==> src/rtl/if_fetch_unit.sv <==
// Instruction-fetch stage: owns the PC, fetches one word at a time over a req/ack handshake,
// and drives the IF/ID register through a one-entry skid buffer with redirect flushing.
module if_fetch_unit #(
  parameter int unsigned     PC_W     = 32,
  parameter int unsigned     IR_W     = 32,
  parameter logic [PC_W-1:0] RESET_PC = '0,
  parameter int unsigned     PC_STEP  = 4
) (
  input  logic            clk,
  input  logic            reset,
  input  logic            wait_ID,
  input  logic            redirect,
  input  logic [PC_W-1:0] redirect_pc,
  output logic            imem_req,
  output logic [PC_W-1:0] imem_addr,
  input  logic            imem_ack,
  input  logic [IR_W-1:0] imem_rdata,
  output logic [IR_W-1:0] IR,
  output logic [PC_W-1:0] pc_out,
  output logic            ir_valid
);

  typedef enum logic [1:0] {StIdle, StBusy, StFlush} state_e;

  state_e          r_state, w_state_next;
  logic [PC_W-1:0] r_pc, w_pc_next;
  logic [PC_W-1:0] r_flush_addr, w_flush_addr_next;
  logic [IR_W-1:0] r_ir, w_ir_next;
  logic [PC_W-1:0] r_pc_out, w_pc_out_next;
  logic            r_ir_valid, w_ir_valid_next;
  logic [IR_W-1:0] r_skid_ir, w_skid_ir_next;
  logic [PC_W-1:0] r_skid_pc, w_skid_pc_next;
  logic            r_skid_valid, w_skid_valid_next;
  logic            w_ack_busy;
  logic            w_out_free;

  assign w_ack_busy = (r_state == StBusy) && imem_ack;
  assign w_out_free = !r_ir_valid || !wait_ID;

  assign imem_req  = (r_state != StIdle);
  assign imem_addr = (r_state == StFlush) ? r_flush_addr : r_pc;
  assign IR        = r_ir;
  assign pc_out    = r_pc_out;
  assign ir_valid  = r_ir_valid;

  always_comb begin
    w_state_next      = r_state;
    w_pc_next         = r_pc;
    w_flush_addr_next = r_flush_addr;
    w_ir_next         = r_ir;
    w_pc_out_next     = r_pc_out;
    w_ir_valid_next   = r_ir_valid;
    w_skid_ir_next    = r_skid_ir;
    w_skid_pc_next    = r_skid_pc;
    w_skid_valid_next = r_skid_valid;

    if (redirect) begin
      w_ir_next         = '0;
      w_ir_valid_next   = 1'b0;
      w_skid_valid_next = 1'b0;
      w_pc_next         = redirect_pc;
      // An unanswered request must still be completed, so its reply is parked in FLUSH.
      case (r_state)
        StBusy: begin
          if (!imem_ack) begin
            w_state_next      = StFlush;
            w_flush_addr_next = r_pc;
          end
        end
        StFlush: if (imem_ack) w_state_next = StBusy;
        default: w_state_next = StBusy;
      endcase
    end else begin
      if (w_out_free) begin
        if (r_skid_valid) begin
          w_ir_next         = r_skid_ir;
          w_pc_out_next     = r_skid_pc;
          w_ir_valid_next   = 1'b1;
          w_skid_valid_next = 1'b0;
        end else if (w_ack_busy) begin
          w_ir_next       = imem_rdata;
          w_pc_out_next   = r_pc;
          w_ir_valid_next = 1'b1;
        end else begin
          w_ir_next       = '0;
          w_ir_valid_next = 1'b0;
        end
      end
      if (w_ack_busy && (!w_out_free || r_skid_valid)) begin
        w_skid_ir_next    = imem_rdata;
        w_skid_pc_next    = r_pc;
        w_skid_valid_next = 1'b1;
      end

      case (r_state)
        StIdle: if (!w_skid_valid_next) w_state_next = StBusy;
        StBusy: begin
          if (imem_ack) begin
            w_pc_next    = r_pc + PC_W'(PC_STEP);
            w_state_next = w_skid_valid_next ? StIdle : StBusy;
          end
        end
        StFlush: if (imem_ack) w_state_next = StBusy;
        default: w_state_next = StIdle;
      endcase
    end
  end

  always_ff @(posedge clk) begin
    if (reset) begin
      r_state      <= StIdle;
      r_pc         <= RESET_PC;
      r_flush_addr <= '0;
      r_ir         <= '0;
      r_pc_out     <= '0;
      r_ir_valid   <= 1'b0;
      r_skid_ir    <= '0;
      r_skid_pc    <= '0;
      r_skid_valid <= 1'b0;
    end else begin
      r_state      <= w_state_next;
      r_pc         <= w_pc_next;
      r_flush_addr <= w_flush_addr_next;
      r_ir         <= w_ir_next;
      r_pc_out     <= w_pc_out_next;
      r_ir_valid   <= w_ir_valid_next;
      r_skid_ir    <= w_skid_ir_next;
      r_skid_pc    <= w_skid_pc_next;
      r_skid_valid <= w_skid_valid_next;
    end
  end

endmodule

==> config.mk <==
export PLATFORM = sky130hd
export DESIGN_NAME = if_fetch_unit
export DESIGN_NICKNAME = d
export VERILOG_FILES = /design/src/rtl/if_fetch_unit.sv
export SDC_FILE = /design/constraint.sdc
export NUM_CORES = 1
export LEC_CHECK = 0
export CAP_MARGIN = 25
export CORE_ASPECT_RATIO = 0.9
export CORE_UTILIZATION = 40
export DETAILED_ROUTE_END_ITERATION = 10
export REMOVE_ABC_BUFFERS = 1
export SETUP_SLACK_MARGIN = 0.4
export SLEW_MARGIN = 20
export SYNTH_ARGS = -nofsm -noshare
export SYNTH_HDL_FRONTEND = slang
export SYNTH_SLANG_ARGS = --single-unit
==> constraint.sdc <==
create_clock -name clk -period 4.2 [get_ports clk]
set_clock_uncertainty 0.15 [all_clocks]
set_input_delay 0.84 -clock clk [delete_from_list [all_inputs] [get_ports clk]]
set_output_delay 0.84 -clock clk [all_outputs]
set_load 0.01 [all_outputs]
=== Word-level counts from Yosys, hierarchy flattened ===
Cells that the tools add are included.

* Word-level logic and storage cells: 56
* Input bits: 69
* Register bits after elaboration: 196
* Output and inout port bits: 98

* Reductions and logical operators: 18
* Add/sub/neg operators: 1
* Bitwise gates (word level): 2
* Eq/ne operators: 5
* Multiplexer cells: 21

{| class="wikitable"
|+ Operator list
! cell !! number
|-
| two-way mux 32 bit || 8
|-
| adder 32 x 3 -> 32 bit (second input constant) || 1
|-
| two-way mux 2 bit || 5
|-
| != test 3 bit (second input constant) || 3
|-
| AND reduction 3 bit || 3
|-
| nonzero test 2 bit || 4
|-
| two-way mux 1 bit || 6
|-
| one-hot mux 2 bit (3 select lines) || 1
|-
| one-hot mux 2 bit (2 select lines) || 1
|-
| AND reduction 2 bit || 2
|-
| zero test 1 bit || 3
|-
| equality test 2 x 1 -> 1 bit (second input constant) || 1
|-
| equality test 2 bit (second input constant) || 1
|-
| logical AND 1 bit || 2
|-
| zero test 2 bit || 1
|-
| logical OR 1 bit || 2
|-
| inverter 1 bit || 2
|-
| OR reduction 2 bit || 1
|}

=== Longest topological paths before layout ===
* Word-level depth: 11
* Mapped depth: 9
* Mapped depth without buffers: 6

=== Worst setup path before layout ===
OpenSTA, ideal clock, no wires.

* Path kind: flip-flop to output port
* Start: reg r_state[0]
* End: out imem_addr[17]
* Slack: 1.532 ns
* Buffers on the path: 2
* Stages on the path, launching flop included: 6
* Data arrival time: 1.678 ns
* Path through: dfxtp_1 > inv_1 > ha_1 > buf_1 > buf_1 > mux2_2

* Cells in the longest elaborated chain, start to end: 2

{| class="wikitable"
|+ RTL lines
! item !! line !! source
|-
| from (decl) || 25 || <nowiki>state_e r_state, w_state_next;</nowiki>
|-
| from (signal assigned) || 111 || <nowiki>r_state <= StIdle;</nowiki>
|-
| from (signal assigned) || 121 || <nowiki>r_state <= w_state_next;</nowiki>
|-
| equality test 2 bit || 41 || <nowiki>assign imem_addr = (r_state == StFlush) ? r_flush_addr : r_pc;</nowiki>
|-
| two-way mux 32 bit || 41 ||
|-
| to (decl) || 15 || <nowiki>output logic [PC_W-1:0] imem_addr,</nowiki>
|}

Every way passes these cells.

=== Worst setup path in the final report ===
* Start: reg r_state[0]
* End: out imem_addr[25]

Same word-level chain as after synthesis.

==> flow_summary.toml <==
[run_status]
outcome = "finished clean"

[yosys]
yosys-top-cells-count = "222 x nand2_1, 196 x dfxtp_1, 108 x a21oi_1, 93 x nor2_1, 74 x clkbuf_1"
yosysTopAreaCellShare_pct = 45.3
synth_area_per_cell_um2 = 8.20
syn_inst = 1057
synth_area_um2 = 8670
ys.flop_type = "dfxtp_1"
ys_seq_area_share_pct = 45.3
synth_area_leaders = "dfxtp_1 45%, nand2_1 9.6%, a21oi_1 6.2%, mux2i_1 4.2%, nor2_1 4.0%"
yosysWarnings = 0
synth-seq-cells = 196
synth-edff-count = 0
synthDistinctLibCells = 52
yosysTopAreaCell = "dfxtp_1"
async_flop_share_pct = 0
yosysMostFrequentCell = "nand2_1"

[layout]
post-route-util_pct = 52.6
fin_cells = 1459
syn2layout_area_growth_pct = 27.7
drive_gt1_share_pct = 7.93
layout.nets = 1234
insertedDiodeCount = 0

[worst_hold_path]
hp-class = "reg -> reg"
hold_start = "r_skid_pc[19]"
min_to = "r_skid_pc[19]"
hold_path_depth = 2

[power_and_ir_drop]
power_frac_clock_pct = 40.7
ir_drop_v = 0.000220
intPower_mw = 3.02
p_leak_nw = 3.64
p_comb_share_pct = 10.5
switchingPower_mw = 1.02
sw_frac_of_total_pct = 25.2
powerDensity_nw_per_um2 = 365
seqPwrFrac_pct = 48.8

[cts]
h-tree-depth = 4
clkTransAtPathRegs_ns = 0.07
clockBufferDepth = 2
holdBufCountCts = 0
cts_tree = "done"
cts_setup_buffers = 0
cts_num_sinks = 196
root_buffer = "clkbuf_16"
ctsResizeCount = 0
clock_latency_ns = 0.44
cts_buffers = 17

[worst_setup_path]
path_cells = "inv_1 > ha_2 > buf_16 > mux2_2 > clkdlybuf4s50_1"
crit_path_end_kind = "output pin"
max_stage_delay_ns = 0.54
r2r_setup_slack_ns = 1.45
crit_buf_inv = 3
crit_arrival_ns = 2.53
rr_startpoint = "r_state[0]"
critPathLaunch = "r_state[0]"
critPathSlowestCell = "ha_2"
path_class = "reg -> out"
timing.rr.end = "r_pc[19]"
cp.required_ns = 3.21
start_kind = "register"
reg2reg_depth = 5
critPathTopFamily = "buffers and inverters"
path_max_fanout = 23

[placed_design]
place_ws_ns = 0.899
dpl.cell_count = 1426
io_buffers = 166
place.gp.congestion = 0.781
place_hpwl_mm = 15.7

[sta]
rsz0062_at_grt = "no"
finalSetupViolations = 0
fin_crit_sh_pct = 83.7
slew_headroom_pct = 49.0
post-route-min-period_ns = 3.52
slew_viol_final = 0
fmax_ghz = 0.284
worst_pin_slew_ns = 0.764
finalHoldViolCount = 0
worst_slack_ns = 0.683
fin_tns_setup_ns = 0

[detailed_routing]
drtIter0Drc = 516
num_vias = 7853
wl_per_cell_um = 16.9
viasPerCell = 5.38
drtPass1Iterations = 5
detail-route-antenna-nets = 0
wl_mm = 24.6
route.detailed.drc = 0

[global_route]
gr-total-overflow = 0
antenna_found_initial = 0
grt_pass1_wl_mm = 39.5
grt_use_total_pct = 22.6
grt_max_degree = 65
grt_pass1_vias = 7187

[die]
die-width_um = 157
die_y_um = 142
io_pins = 167
core_um2 = 21000
die_area_um2 = 22300
fp-row-count = 50
initial_core_util_pct = 41.2

[flow_run]
drv_cap = 0
cell usage in the layout, fill, tap and decap left out, types with 9 or more instances in the layout:
cell / n
o21ai_0: 19
and2_1: 9
nor2_1: 92
inv_1: 10
clkdlybuf4s50_1: 165
nand2_1: 222
a311oi_1: 12
mux2i_1: 36
a21oi_1: 108
clkbuf_16: 17
nand3_1: 12
buf_4: 19
dfxtp_1: 195
a211oi_1: 42
nor3_1: 35
nand4_1: 13
a221oi_1: 32
mux2_2: 28
logic make-up (layout without fill, tap and decap cells):
logic type                 after synthesis  in the layout  share of synthesized area, %
xor gates and xnor gates                11             11                          1.11
muxes                                   64             64                          7.80
buffers and inverters                  113            229                          5.23
adders and majority gates                5              5                         0.722
AOI/OAI and AO/OA                      241            241                          18.1
DFF                                    196            196                          45.3
and+or+nand+nor                        427            427                          21.8
power by group through the flow:
stage,sequential [mW],combinational [mW],clock (mW)
floorplan,2.00,0.174,0
global placement,2.02,0.424,0
detailed placement,2.02,0.425,0
CTS,1.97,0.428,1.68
global route,1.98,0.466,1.76
finish,1.97,0.426,1.64
state kept, by name, summed over array words and instances (netlist names):
| register | cells |
|---|---|
| r_skid_ir | 32 |
| IR | 32 |
| r_flush_addr | 32 |
| r_skid_valid | 1 |
| r_skid_pc | 32 |
| r_pc | 32 |
| pc_out | 32 |
| r_state | 2 |
| ir_valid | 1 |
worst max path at each step:
stage                          endpoint  depth (start not counted)  slack, ns
after CTS                  imem_addr[4]                          4       0.46
final                     imem_addr[25]                          5       0.68
after global placement         r_pc[19]                          5       0.91
after floorplan            r_skid_ir[0]                          4      -0.29
after global routing      imem_addr[25]                          5       0.56
after detailed placement       r_pc[19]                          5       0.90
routing by layer:
layer | vias up | global-route usage (%) | share of wire (%)
met5 | - | 0 | 0
met4 | 0 | 4.96 | 0.96
met3 | 23 | 4.64 | 6.5
met2 | 237 | 34.5 | 44
met1 | 3667 | 32.6 | 49
li1 | 3926 | - | -
cell type report:
type,count,area [µm²]
inverter,11,41.3
sequential,196,3930
timing repair buffer,186,1840
clock buffer,19,443
multi-input combinational,748,4310
fill,1996,9950
clock inverter,13,146
tap,286,358
per-stage QoR:
step	hold slack [ns]	area, µm²	power (mW)
2_1_floorplan	0.277	8250	2.18
3_3_place_gp	0.291	10400	2.44
3_5_place_dp	0.293	10400	2.44
4_1_cts	0.304	11000	4.08
5_1_grt	0.323	11100	4.21
6_report	0.304	11100	4.04
worst reg2reg max path: stages, from the launching register on:
cell and delay (ns):
dfxtp_1 0.40, ha_1 0.44, and2_1 0.52, nand2_1 0.35, or4_1 0.55, a311oi_1 0.25
No activity file was read; power rests on OpenSTA's default activity.
